==> config.mk <==
export PLATFORM = sky130hd
export DESIGN_NAME = fifo_rd_packer_flat
export DESIGN_NICKNAME = d
export VERILOG_FILES = /design/src/rtl/fifo_rd_packer_pkg.sv /design/src/rtl/fifo_rd_packer_if.sv /design/src/rtl/fifo_rd_packer_out.sv /design/src/rtl/fifo_rd_packer.sv /design/src/flat_wrapper.sv
export SDC_FILE = /design/constraint.sdc
export NUM_CORES = 1
export LEC_CHECK = 0
export ABC_AREA = 0
export CORE_ASPECT_RATIO = 2
export CORE_MARGIN = 2
export CORE_UTILIZATION = 52
export CTS_BUF_LIST = sky130_fd_sc_hd__clkbuf_8
export CTS_CLUSTER_DIAMETER = 40
export DETAILED_ROUTE_END_ITERATION = 12
export PLACE_DENSITY = 0.93
export SLEW_MARGIN = 40
export SYNTH_ARGS = -nofsm -noshare
export SYNTH_HDL_FRONTEND = slang
export SYNTH_SLANG_ARGS = --single-unit
==> constraint.sdc <==
create_clock -name rd_clk -period 2.75 [get_ports rd_clk]
set_input_delay 0.55 -clock rd_clk [delete_from_list [all_inputs] [get_ports rd_clk]]
set_output_delay 0.55 -clock rd_clk [all_outputs]
set_load 0.01 [all_outputs]
==> src/rtl/fifo_rd_packer_pkg.sv <==
// Shared configuration, state encoding and lane-mask helper for the FIFO read-side packer.
// DATA_WIDTH and PACK_RATIO set the lane width and lanes per beat for every file of the block.
package fifo_rd_packer_pkg;

    localparam int DATA_WIDTH = 8;
    localparam int PACK_RATIO = 4;
    localparam int CNT_W      = $clog2(PACK_RATIO);
    localparam int BEAT_W     = DATA_WIDTH * PACK_RATIO;

    typedef enum logic {
        FILL  = 1'b0,
        FLUSH = 1'b1
    } state_t;

    // Mask with the low n lanes set; n never reaches PACK_RATIO.
    function automatic logic [PACK_RATIO-1:0] keep_mask(input logic [CNT_W-1:0] n);
        logic [PACK_RATIO-1:0] m;
        m = '0;
        for (int i = 0; i < PACK_RATIO; i++) begin
            if (CNT_W'(i) < n) m[i] = 1'b1;
        end
        return m;
    endfunction

endpackage

==> src/rtl/fifo_rd_packer_if.sv <==
// FIFO read port, flush control and packed-beat stream of the read-side packer.
// m_valid/m_ready: a beat transfers on a rising edge where both are high; once m_valid is up,
// m_valid, m_data, m_keep and m_last stay unchanged until that transfer happens.
interface fifo_rd_packer_if;
    import fifo_rd_packer_pkg::*;

    logic                  fifo_empty;
    logic [DATA_WIDTH-1:0] fifo_data;
    logic                  fifo_rd_en;
    logic                  flush;
    logic [BEAT_W-1:0]     m_data;
    logic [PACK_RATIO-1:0] m_keep;
    logic                  m_last;
    logic                  m_valid;
    logic                  m_ready;
    logic                  flush_done;
    state_t                state;
    logic [CNT_W-1:0]      cnt;

    modport master (
        input  fifo_empty, fifo_data, flush, m_ready,
        output fifo_rd_en, m_data, m_keep, m_last, m_valid, flush_done, state, cnt
    );

    modport slave (
        output fifo_empty, fifo_data, flush, m_ready,
        input  fifo_rd_en, m_data, m_keep, m_last, m_valid, flush_done, state, cnt
    );

endinterface

==> src/rtl/fifo_rd_packer_out.sv <==
// Valid/ready holding register for packed beats; a load is only issued while out_free is high.
module pack_out_reg
    import fifo_rd_packer_pkg::*;
(
    input  logic                  clk,
    input  logic                  rst,
    input  logic                  load,
    input  logic [BEAT_W-1:0]     load_data,
    input  logic [PACK_RATIO-1:0] load_keep,
    input  logic                  load_last,
    input  logic                  ready,
    output logic                  valid,
    output logic [BEAT_W-1:0]     data,
    output logic [PACK_RATIO-1:0] keep,
    output logic                  last,
    output logic                  out_free
);

    assign out_free = !valid || ready;

    always_ff @(posedge clk or posedge rst) begin
        if (rst) begin
            valid <= 1'b0;
            data  <= '0;
            keep  <= '0;
            last  <= 1'b0;
        end else if (load) begin
            valid <= 1'b1;
            data  <= load_data;
            keep  <= load_keep;
            last  <= load_last;
        end else if (ready) begin
            valid <= 1'b0;
        end
    end

endmodule

==> src/rtl/fifo_rd_packer.sv <==
// Drains a show-ahead FIFO, packs PACK_RATIO words per beat, and emits a partial
// last beat with a keep mask when flushed.
module fifo_rd_packer
    import fifo_rd_packer_pkg::*;
(
    input  logic             rd_clk,
    input  logic             rst,
    fifo_rd_packer_if.master bus
);

    localparam logic [CNT_W-1:0] LAST_LANE = CNT_W'(PACK_RATIO - 1);

    state_t                state;
    logic [CNT_W-1:0]      cnt;
    logic [DATA_WIDTH-1:0] acc [PACK_RATIO];
    logic                  flush_done;

    logic                  out_free;
    logic                  pop;
    logic                  load;
    logic [BEAT_W-1:0]     load_data;
    logic [PACK_RATIO-1:0] load_keep;
    logic                  load_last;
    logic [PACK_RATIO-1:0] flush_keep;

    assign flush_keep = keep_mask(cnt);

    // The top lane never sits in acc: the completing word goes straight into the beat,
    // which is why that pop alone must wait for the output register to be free.
    assign pop = !rst && (state == FILL) && !bus.fifo_empty && ((cnt != LAST_LANE) || out_free);

    assign bus.fifo_rd_en = pop;
    assign bus.flush_done = flush_done;
    assign bus.state      = state;
    assign bus.cnt        = cnt;

    always_comb begin
        load      = 1'b0;
        load_data = '0;
        load_keep = '0;
        load_last = 1'b0;
        if (state == FILL) begin
            if (pop && (cnt == LAST_LANE)) begin
                load = 1'b1;
                for (int i = 0; i < PACK_RATIO - 1; i++) begin
                    load_data[i*DATA_WIDTH +: DATA_WIDTH] = acc[i];
                end
                load_data[BEAT_W-1 -: DATA_WIDTH] = bus.fifo_data;
                load_keep = '1;
            end
        end else if (out_free && (cnt != '0)) begin
            load = 1'b1;
            for (int i = 0; i < PACK_RATIO; i++) begin
                if (flush_keep[i]) load_data[i*DATA_WIDTH +: DATA_WIDTH] = acc[i];
            end
            load_keep = flush_keep;
            load_last = 1'b1;
        end
    end

    always_ff @(posedge rd_clk or posedge rst) begin
        if (rst) begin
            state      <= FILL;
            cnt        <= '0;
            flush_done <= 1'b0;
            for (int i = 0; i < PACK_RATIO; i++) acc[i] <= '0;
        end else begin
            flush_done <= 1'b0;
            case (state)
                FILL: begin
                    if (pop) begin
                        if (cnt == LAST_LANE) begin
                            cnt <= '0;
                        end else begin
                            acc[cnt] <= bus.fifo_data;
                            cnt      <= cnt + 1'b1;
                        end
                    end
                    if (bus.flush) state <= FLUSH;
                end
                FLUSH: begin
                    if (out_free) begin
                        cnt        <= '0;
                        flush_done <= 1'b1;
                        state      <= FILL;
                    end
                end
            endcase
        end
    end

    pack_out_reg u_out (
        .clk       (rd_clk),
        .rst       (rst),
        .load      (load),
        .load_data (load_data),
        .load_keep (load_keep),
        .load_last (load_last),
        .ready     (bus.m_ready),
        .valid     (bus.m_valid),
        .data      (bus.m_data),
        .keep      (bus.m_keep),
        .last      (bus.m_last),
        .out_free  (out_free)
    );

endmodule
==> src/flat_wrapper.sv <==
// flat-port wrapper written by rule: the top's interface ports become plain ports
module fifo_rd_packer_flat import fifo_rd_packer_pkg::*;
  (rd_clk, rst, bus_fifo_empty, bus_fifo_data, bus_flush, bus_m_ready, bus_fifo_rd_en, bus_m_data, bus_m_keep, bus_m_last, bus_m_valid, bus_flush_done, bus_state, bus_cnt);
  fifo_rd_packer_if bus_i ();
  input  logic rd_clk;
  input  logic rst;
  input wire logic [$bits(bus_i.fifo_empty)-1:0] bus_fifo_empty;
  input wire logic [$bits(bus_i.fifo_data)-1:0] bus_fifo_data;
  input wire logic [$bits(bus_i.flush)-1:0] bus_flush;
  input wire logic [$bits(bus_i.m_ready)-1:0] bus_m_ready;
  output wire logic [$bits(bus_i.fifo_rd_en)-1:0] bus_fifo_rd_en;
  output wire logic [$bits(bus_i.m_data)-1:0] bus_m_data;
  output wire logic [$bits(bus_i.m_keep)-1:0] bus_m_keep;
  output wire logic [$bits(bus_i.m_last)-1:0] bus_m_last;
  output wire logic [$bits(bus_i.m_valid)-1:0] bus_m_valid;
  output wire logic [$bits(bus_i.flush_done)-1:0] bus_flush_done;
  output wire logic [$bits(bus_i.state)-1:0] bus_state;
  output wire logic [$bits(bus_i.cnt)-1:0] bus_cnt;
  assign bus_i.fifo_empty = bus_fifo_empty;
  assign bus_i.fifo_data = bus_fifo_data;
  assign bus_i.flush = bus_flush;
  assign bus_i.m_ready = bus_m_ready;
  assign bus_fifo_rd_en = bus_i.fifo_rd_en;
  assign bus_m_data = bus_i.m_data;
  assign bus_m_keep = bus_i.m_keep;
  assign bus_m_last = bus_i.m_last;
  assign bus_m_valid = bus_i.m_valid;
  assign bus_flush_done = bus_i.flush_done;
  assign bus_state = bus_i.state;
  assign bus_cnt = bus_i.cnt;
  fifo_rd_packer u_core (.rd_clk(rd_clk), .rst(rst), .bus(bus_i));
endmodule
* Word level (Yosys, flattened, before mapping) *
Index checks and enable logic that the tools add are counted.

word-level totals
  input port bits = 13
  bits in registers = 74
  bits in read-only memories = 0
  logic and storage cells = 72
  memories = 0
  output and inout port bits = 43
  memory bits (writable) = 0
  latch bits = 0

operators by class
  shifts and indexed selects = 0
  $add $sub $neg = 1
  equal/unequal tests = 4
  bitwise logic cells = 3
  reductions and logical operators = 15
  muxes and demuxes = 32
  $lt $le $gt $ge = 6
  multiply operators = 0
  divide/modulo/power cells = 0

operators by type and width
  kind                                                                     count
  32-bit 2-to-1 mux                                                        3
  8-bit 2-to-1 mux                                                         5
  32-bit bitwise mux                                                       1
  8-bit demux with 2-bit select                                            1
  1-bit 2-to-1 mux                                                         14
  4-bit 2-to-1 mux                                                         3
  1-bit logical AND                                                        6
  2-bit 2-to-1 mux                                                         3
  1-bit by 2-bit < comparator with 1-bit output, first input constant      2
  2-bit < comparator, first input constant                                 2
  2-bit inequality test, second input constant                             2
  2-bit one-hot mux with 2 select lines                                    1
  2-bit nonzero test                                                       2
  3-bit >= comparator, second input constant                               1
  1-bit logical NOT                                                        3
  3-bit by 1-bit < comparator with 1-bit output, second input constant     1
  2-bit inverter with 3-bit output                                         1
  3-bit AND reduction                                                      1
  2-bit by 1-bit adder with 2-bit output, second input constant            1
  2-bit == test, second input constant                                     1
  1-bit logical OR                                                         2
  2-bit by 1-bit inequality test with 1-bit output, second input constant  1
  1-bit inverter                                                           2
  1-bit one-hot mux with 2 select lines                                    1
  2-bit AND reduction                                                      1

* Logic depth before layout (Yosys ltp) *
Gate-level depths: netlist of the first run.

  depth in word-level cells = 8
  mapped depth = 6
  mapped depth without buffers = 5

* Hierarchy *
Synthesis of the first run repeated with hierarchy kept, for this count alone.

unflattened totals
  cells, all modules = 199
  area, all modules = 2934.1 um2

by module, submodules not included
  module          seq. area each (um2)  cells an instance  area an instance (um2)  times used
  pack_out_reg    950.9                 82                 1493.9                  1
  fifo_rd_packer  700.7                 117                1440.1                  1

* Least setup slack after synthesis of the first run *
No wires, ideal clock.

  kind = input port to output port
  from = in rst
  to = out bus_fifo_rd_en
  buffers on the path = 0
  arrival time = 1261 ps
  slack = 939 ps
  stages on the path = 2
  cells stage by stage = nor3_2 a21boi_0

on the way
  cells in the longest elaborated chain, start to end = 4

ends and longest elaborated chain
  what                            RTL line              source
  start, declared                 flat_wrapper.sv:6     input logic rst;
  1-bit logical NOT               fifo_rd_packer.sv:30  assign pop = !rst && (state == FILL) && !bus.fifo_empty && ((cnt != LAST_LANE) || out_free);
  1-bit logical AND (3 in a row)  fifo_rd_packer.sv:30
  end, declared                   flat_wrapper.sv:11    output wire logic [$bits(bus_i.fifo_rd_en)-1:0] bus_fifo_rd_en;

Every way passes these cells.

* Final worst setup path of the first run *
Same ends and word-level chain as after synthesis.

==> results.cfg, run 1 <==
[outcome]
run_status = completed

[synth]
ys_seq_area_share_pct = 64.3
synthSimpleGateAreaFrac_pct = 6.87
synth_top_cells_by_area = dfrtp_1, mux2_2, a22o_1, nand2_1, ha_1
synth_top_cell_by_area = dfrtp_1
synth_warnings = 0
synth.distinct_cells = 26
synthCells = 182
synth_edf_count = 0
synth_area_um2 = 2570
synth_top_family_by_area = multiplexers
async_flop_share_pct = 100
synth_xor_area_share_pct = 0
avgSynthCellArea_um2 = 14.1
syn_nets = 200
yosys.area.top_type_share_pct = 64.3
synthAdderAreaFrac_pct = 2.44
ys.flop_type = dfrtp_1
ys_ff_latch = 66
yosys-mux-area-fraction_pct = 14.9
synth-compound-area-share_pct = 9.25

[route]
drc_errors = 0
drt_iter0_markers = 18
viasPerCell = 5.49
routed_wl_um = 5520
via_count = 1692
postRouteAntennaNets = 0
drt-wirelength-per-cell_um = 17.9
first_pass_iters = 4

[cells_and_area]
drive_gt1_share_pct = 23.5
fin_nets = 264
final_util_pct = 70.5
num-fill-cells = 316
area_growth_pct = 32.2
antenna_cells = 0

[worst_setup_path]
crit_path_start = rst
crit_type = in -> out
r2r.worst_path.cells = 4
critPathRequiredTime_ns = 2.20
start_kind = input pin
path_max_fanout = 3
critical_path_arrival_ns = 2.07
r2r_start = u_core.bus.cnt[0]
reg2reg_slack_ns = 0.70
r2r_end = u_core.acc[15]
cp-endpoint = bus_fifo_rd_en
cp-end-kind = output pin

[grt]
grt_remaining_overflow = 0
grt_pass1_vias = 1764
grtUsageTotal_pct = 23.3
antenna_found_initial = 0
grt_pass1_wl_um = 8960
grt_start_max_net_pins = 35

[floorplanning]
start_util_pct = 53.3
rows = 36
dieArea_um2 = 5550
ios = 56
die_y_um = 103
chipWidth_um = 53.7
coreArea_um2 = 4820

[clock_network]
cts_root_buffer = clkbuf_8
cts_tree = done
clkSinkCount = 66
clk_latency_ns = 0.34
clockBufferDepth = 2
cts_buffers = 9
cts_max_level = 3
clk_pin_slew_ns = 0.06

[timing]
fin_crit_ns = 2.62
tightest_slew_ns = 0.700
rsz0062_at_grt = false
fin_skew_ns = 0.0117
fmax_mhz = 381
setup_tns_ns = 0
timing.final.crit_share_pct = 95.5
setup_viol_count_final = 0
maxSlewViolCount = 0
hold_violations = 0
whs_ns = 0.487
max_slew_margin_pct = 53.3

[power]
ir_worst_vdd_mv = 0.794
power_uw = 3480
p_leak_uw = 0.00160
p_per_area_nw_per_um2 = 1030

[worst_hold_path]
min_path_type = reg -> reg

[placement]
io_buffers = 55
dp_hpwl_um = 3900
place_congestion = 0.752

[flow_run]
cap_violations = 0
[worst min path at each step]
stage                    startpoint                     to  slack [ns]  cells past startpoint
3_3_place_gp   u_core.u_out.keep[3]   u_core.u_out.keep[3]        0.46                      1
5_1_grt              u_core.acc[13]  u_core.u_out.data[21]        0.50                      1
6_report       u_core.u_out.keep[0]   u_core.u_out.keep[0]        0.49                      1
2_1_floorplan         u_core.acc[9]  u_core.u_out.data[17]        0.46                      1
4_1_cts              u_core.acc[23]  u_core.u_out.data[15]        0.49                      1
3_5_place_dp   u_core.u_out.keep[0]   u_core.u_out.keep[0]        0.47                      1
[per-stage QoR]
step                      std cells  area (um2)  setup WS, ns
after detailed placement        292        3200        0.0272
final                           308        3400         0.125
after floorplan                 182        2570         0.545
after CTS                       308        3400        0.0224
after global placement          292        3200         0.122
after global routing            308        3400        0.0529
[worst max-delay path, stage by stage]
cell,delay (ns)
clkdlybuf4s50_1,0.46
nor3_2,0.23
a21boi_1,0.25
clkdlybuf4s50_1,0.57
[logic make-up (layout without fill, tap and decap cells)]
| group | after synthesis | after routing |
|---|---|---|
| DFF | 66 | 66 |
| muxes | 33 | 33 |
| buffers and inverters | 12 | 81 |
| AOI/OAI and AO/OA | 32 | 32 |
| adders and majority gates | 5 | 5 |
| and+or+nand+nor | 34 | 34 |
[placed cells by master, fill, tap and decap left out, types with 2 or more instances in the layout]
master / instances
buf_4: 4
nand3b_1: 2
mux2_2: 29
a21o_1: 5
a22o_1: 16
clkinv_2: 3
inv_1: 5
clkdlybuf4s50_1: 55
dfrtp_1: 66
nand2_2: 2
o21ai_0: 9
clkbuf_8: 10
nor2_1: 2
nand2_1: 20
mux2_4: 3
ha_1: 5
[cell usage after synthesis (3+ instances only)]
| cell | n |
|---|---|
| a21o_1 | 5 |
| a22o_1 | 16 |
| buf_2 | 5 |
| dfrtp_1 | 66 |
| ha_1 | 5 |
| inv_1 | 5 |
| mux2_2 | 29 |
| mux2_4 | 3 |
| nand2_1 | 20 |
| o21ai_0 | 9 |
[power by group]
part           internal, uW  total [uW]  switching, uW
Combinational           681        1150            468
Sequential             1320        1540            225
Clock                   437         788            352
Total                  2440        3480           1050
[sequential cells by signal (all words and copies together) (netlist names)]
register,count
u_core.bus.state,1
u_core.acc,24
u_core.u_out.valid,1
u_core.u_out.data,32
u_core.bus.cnt,2
u_core.bus.flush_done,1
u_core.u_out.keep,4
u_core.u_out.last,1
[final cells by class]
| type | instances | area (um2) | share of cell area, % |
|---|---|---|---|
| Multi-Input combinational cell | 104 | 858 | 25.3 |
| Clock buffer | 10 | 138 | 4.05 |
| Tap cell | 57 | 71.3 | 2.10 |
| Inverter | 5 | 18.8 | 0.553 |
| Clock inverter | 6 | 57.6 | 1.69 |
| Timing Repair Buffer | 60 | 601 | 17.7 |
| Sequential cell | 66 | 1650 | 48.6 |
[metal layers]
metal  routed length, um  part of all wire (%)  vias up  global-route usage (%)
li1                    -                     -      769                       -
met5                   0                     0        -                       0
met2                2870                    52       63                    35.6
met4                 215                   3.9        0                    13.6
met1                2140                    39      846                    29.0
met3                 294                   5.3       14                    6.47
[timing repair]
action,4_1_cts,5_1_grt
hold buffers,0,0
buffers inserted,0,0
resized for setup,0,1
setup endpoints to repair,0,1
(Power assumes the default switching activity.)
==> run 2, diff against run 1 <==
--- a/config.mk
+++ b/config.mk
@@ -7,7 +7,6 @@
 export LEC_CHECK = 0
 export ABC_AREA = 0
 export CORE_ASPECT_RATIO = 2
-export CORE_MARGIN = 2
 export CORE_UTILIZATION = 52
 export CTS_BUF_LIST = sky130_fd_sc_hd__clkbuf_8
 export CTS_CLUSTER_DIAMETER = 40
==> run 2 against run 1 <==
  * Die area is 5.6% lower
  * Count of clock-buffer cells in the layout is 1 higher
  * Utilization rose by 1.3 points
  * Routed wire length shrank 3.1%
  * Worst hold slack worse by 0.015 ns
  * Critical path type unchanged
  * Critical endpoint unchanged
==> results.cfg, run 2 (synthesis results as in run 1) <==
[outcome]
run_status = completed

[route]
drt_iter0_markers = 28
topRoutingLayerUsed = met4
first_pass_iters = 4
routed_wl_um = 5350
wl_met2_um = 2940
wl_met3_um = 211
drc_errors = 0
viasPerCell = 5.68
via_count = 1722
drt-wirelength-per-cell_um = 17.6
wirelength_met1_um = 1970
postRouteAntennaNets = 0

[cells_and_area]
largest_reg_flops = 32
regMostFlops = u_core.u_out.data
drive_gt1_share_pct = 22.6
area_growth_pct = 30.8
antenna_cells = 0
fin_nets = 264
design_area_um2 = 3360
largestRegisters = u_core.u_out.data: 32 flops, u_core.acc: 24 flops, u_core.u_out.keep: 4 flops
layout_common_cells = dfrtp_1, clkdlybuf4s50_1, mux2_2
final_common_cell = dfrtp_1

[floorplanning]
die_y_um = 101
dieArea_um2 = 5240
start_util_pct = 54.8
rows = 35
ios = 56
chipWidth_um = 51.7
coreArea_um2 = 4690

[worst_setup_path]
cp-end-kind = output pin
r2r.worst_path.cells = 4
crit_buf_inv = 2
crit_family = buffers and inverters
cpMostUsedCell = clkdlybuf4s50_1
crit_slowest_cell = clkdlybuf4s50_1
r2r_start = u_core.bus.cnt[0]
path_max_fanout = 3
crit_type = in -> out
reg2reg_slack_ns = 0.73
r2r_end = u_core.acc[10]
cpPeakStageDelay_ns = 0.55
crit_path_start = rst
critPathRequiredTime_ns = 2.20
path_cells = clkdlybuf4s50_1 -> nor3_2 -> a21boi_2 -> clkdlybuf4s50_1
cp-endpoint = bus_fifo_rd_en
start_kind = input pin
cp.depth = 4
critical_path_arrival_ns = 2.02

[placement]
io_buffers = 55
dpl_cell_area_um2 = 3200
place_congestion = 0.783
dp_hpwl_um = 3900

[timing]
fin_crit_ns = 2.57
fmax_mhz = 388
hold_violations = 0
max_slew_margin_pct = 60.7
fin_skew_ns = 0.00713
tightest_slew_ns = 0.584
whs_ns = 0.472
rsz0062_at_grt = false
setup_viol_count_final = 0
setup_tns_ns = 0
timing.final.crit_share_pct = 93.6
maxSlewViolCount = 0

[clock_network]
postCtsHoldBufs = 0
cts_root_buffer = clkbuf_8
clk_pin_slew_ns = 0.06
clockBufferDepth = 2
cts_tree = done
clk_latency_ns = 0.34
cts_buffers = 9
clkSinkCount = 66
cts_max_level = 3
post_cts_buffers = 0

[power]
p_leak_uw = 0.00158
p_per_area_nw_per_um2 = 1000
combPwrFrac_pct = 34.0
ir_worst_vdd_mv = 0.645
clock_power_share_pct = 20.0
switching_share_pct = 29.8
power.internal_uw = 2360
power.net_switching_uw = 1000
seq_power_share_pct = 46.0

[flow_run]
cap_violations = 0

[grt]
grt_start_max_net_pins = 26
grtUsageTotal_pct = 23.7
grt_pass1_wl_um = 8650
grt_pass1_vias = 1780
antenna_found_initial = 0
grt_remaining_overflow = 0

[worst_hold_path]
min_path_type = reg -> reg
[run 2: changes by cell type in the layout (fill, tap and decap cells not counted), sizes merged]
cell    delta
bufinv     -1
inv        +1
clkinv     -4
clkbuf     +1
[run 2: layout make-up]
type                    instances  area (um2)
well taps                      55        68.8
repair buffers                 60         601
clock inverters                 2        7.51
fillers                       312        1330
flip-flops and latches         66        1650
inverters                       5        18.8
multi-input cells             104         862
clock buffers                  11         151
[run 2: per-stage QoR]
step | util [%] | instances | setup WS [ns] | power, uW
after floorplan | - | 182 | 0.545 | 2140
after global placement | 68.3 | 290 | 0.157 | 2640
after detailed placement | 68.3 | 290 | 0.0186 | 2700
after CTS | 71.6 | 303 | 0.00294 | 3380
after global routing | 71.7 | 303 | 0.0695 | 3540
final | 71.7 | 303 | 0.175 | 3360
[run 2: how the worst min path moves through the flow]
stage | startpoint | depth (start not counted) | end
global placement | u_core.u_out.keep[0] | 1 | u_core.u_out.keep[0]
detailed placement | u_core.u_out.keep[0] | 1 | u_core.u_out.keep[0]
floorplan | u_core.acc[9] | 1 | u_core.u_out.data[17]
CTS | u_core.u_out.keep[3] | 1 | u_core.u_out.keep[3]
global route | u_core.u_out.keep[0] | 1 | u_core.u_out.keep[0]
finish | u_core.u_out.keep[0] | 1 | u_core.u_out.keep[0]
[run 2: what timing repair did]
| item | in CTS | in global routing |
|---|---|---|
| gates resized for setup | 0 | 2 |
| setup endpoints to repair | 0 | 1 |
| endpoints found under the hold margin | 0 | 0 |
[run 2: power by group through the flow]
stage / combinational [uW] / sequential [uW] / clock [uW]
after detailed placement: 1150 / 1560 / 0
after CTS: 1150 / 1540 / 685
after global routing: 1230 / 1580 / 727
after floorplan: 561 / 1580 / 0
final: 1140 / 1550 / 672
after global placement: 1110 / 1540 / 0
[run 2: per-layer routing]
layer	track usage (%)	up-vias
met5	0	-
met4	14.8	0
met3	6.76	18
met2	39.4	53
met1	25.9	887
li1	-	764
[run 2: worst register-to-register path: cells and delay by family, from the launching register on]
kind / cells / cell delay, ns
DFF: 1 / 0.46
muxes: 1 / 0.34
adders and majority gates: 1 / 0.28
and+or+nand+nor: 2 / 0.83
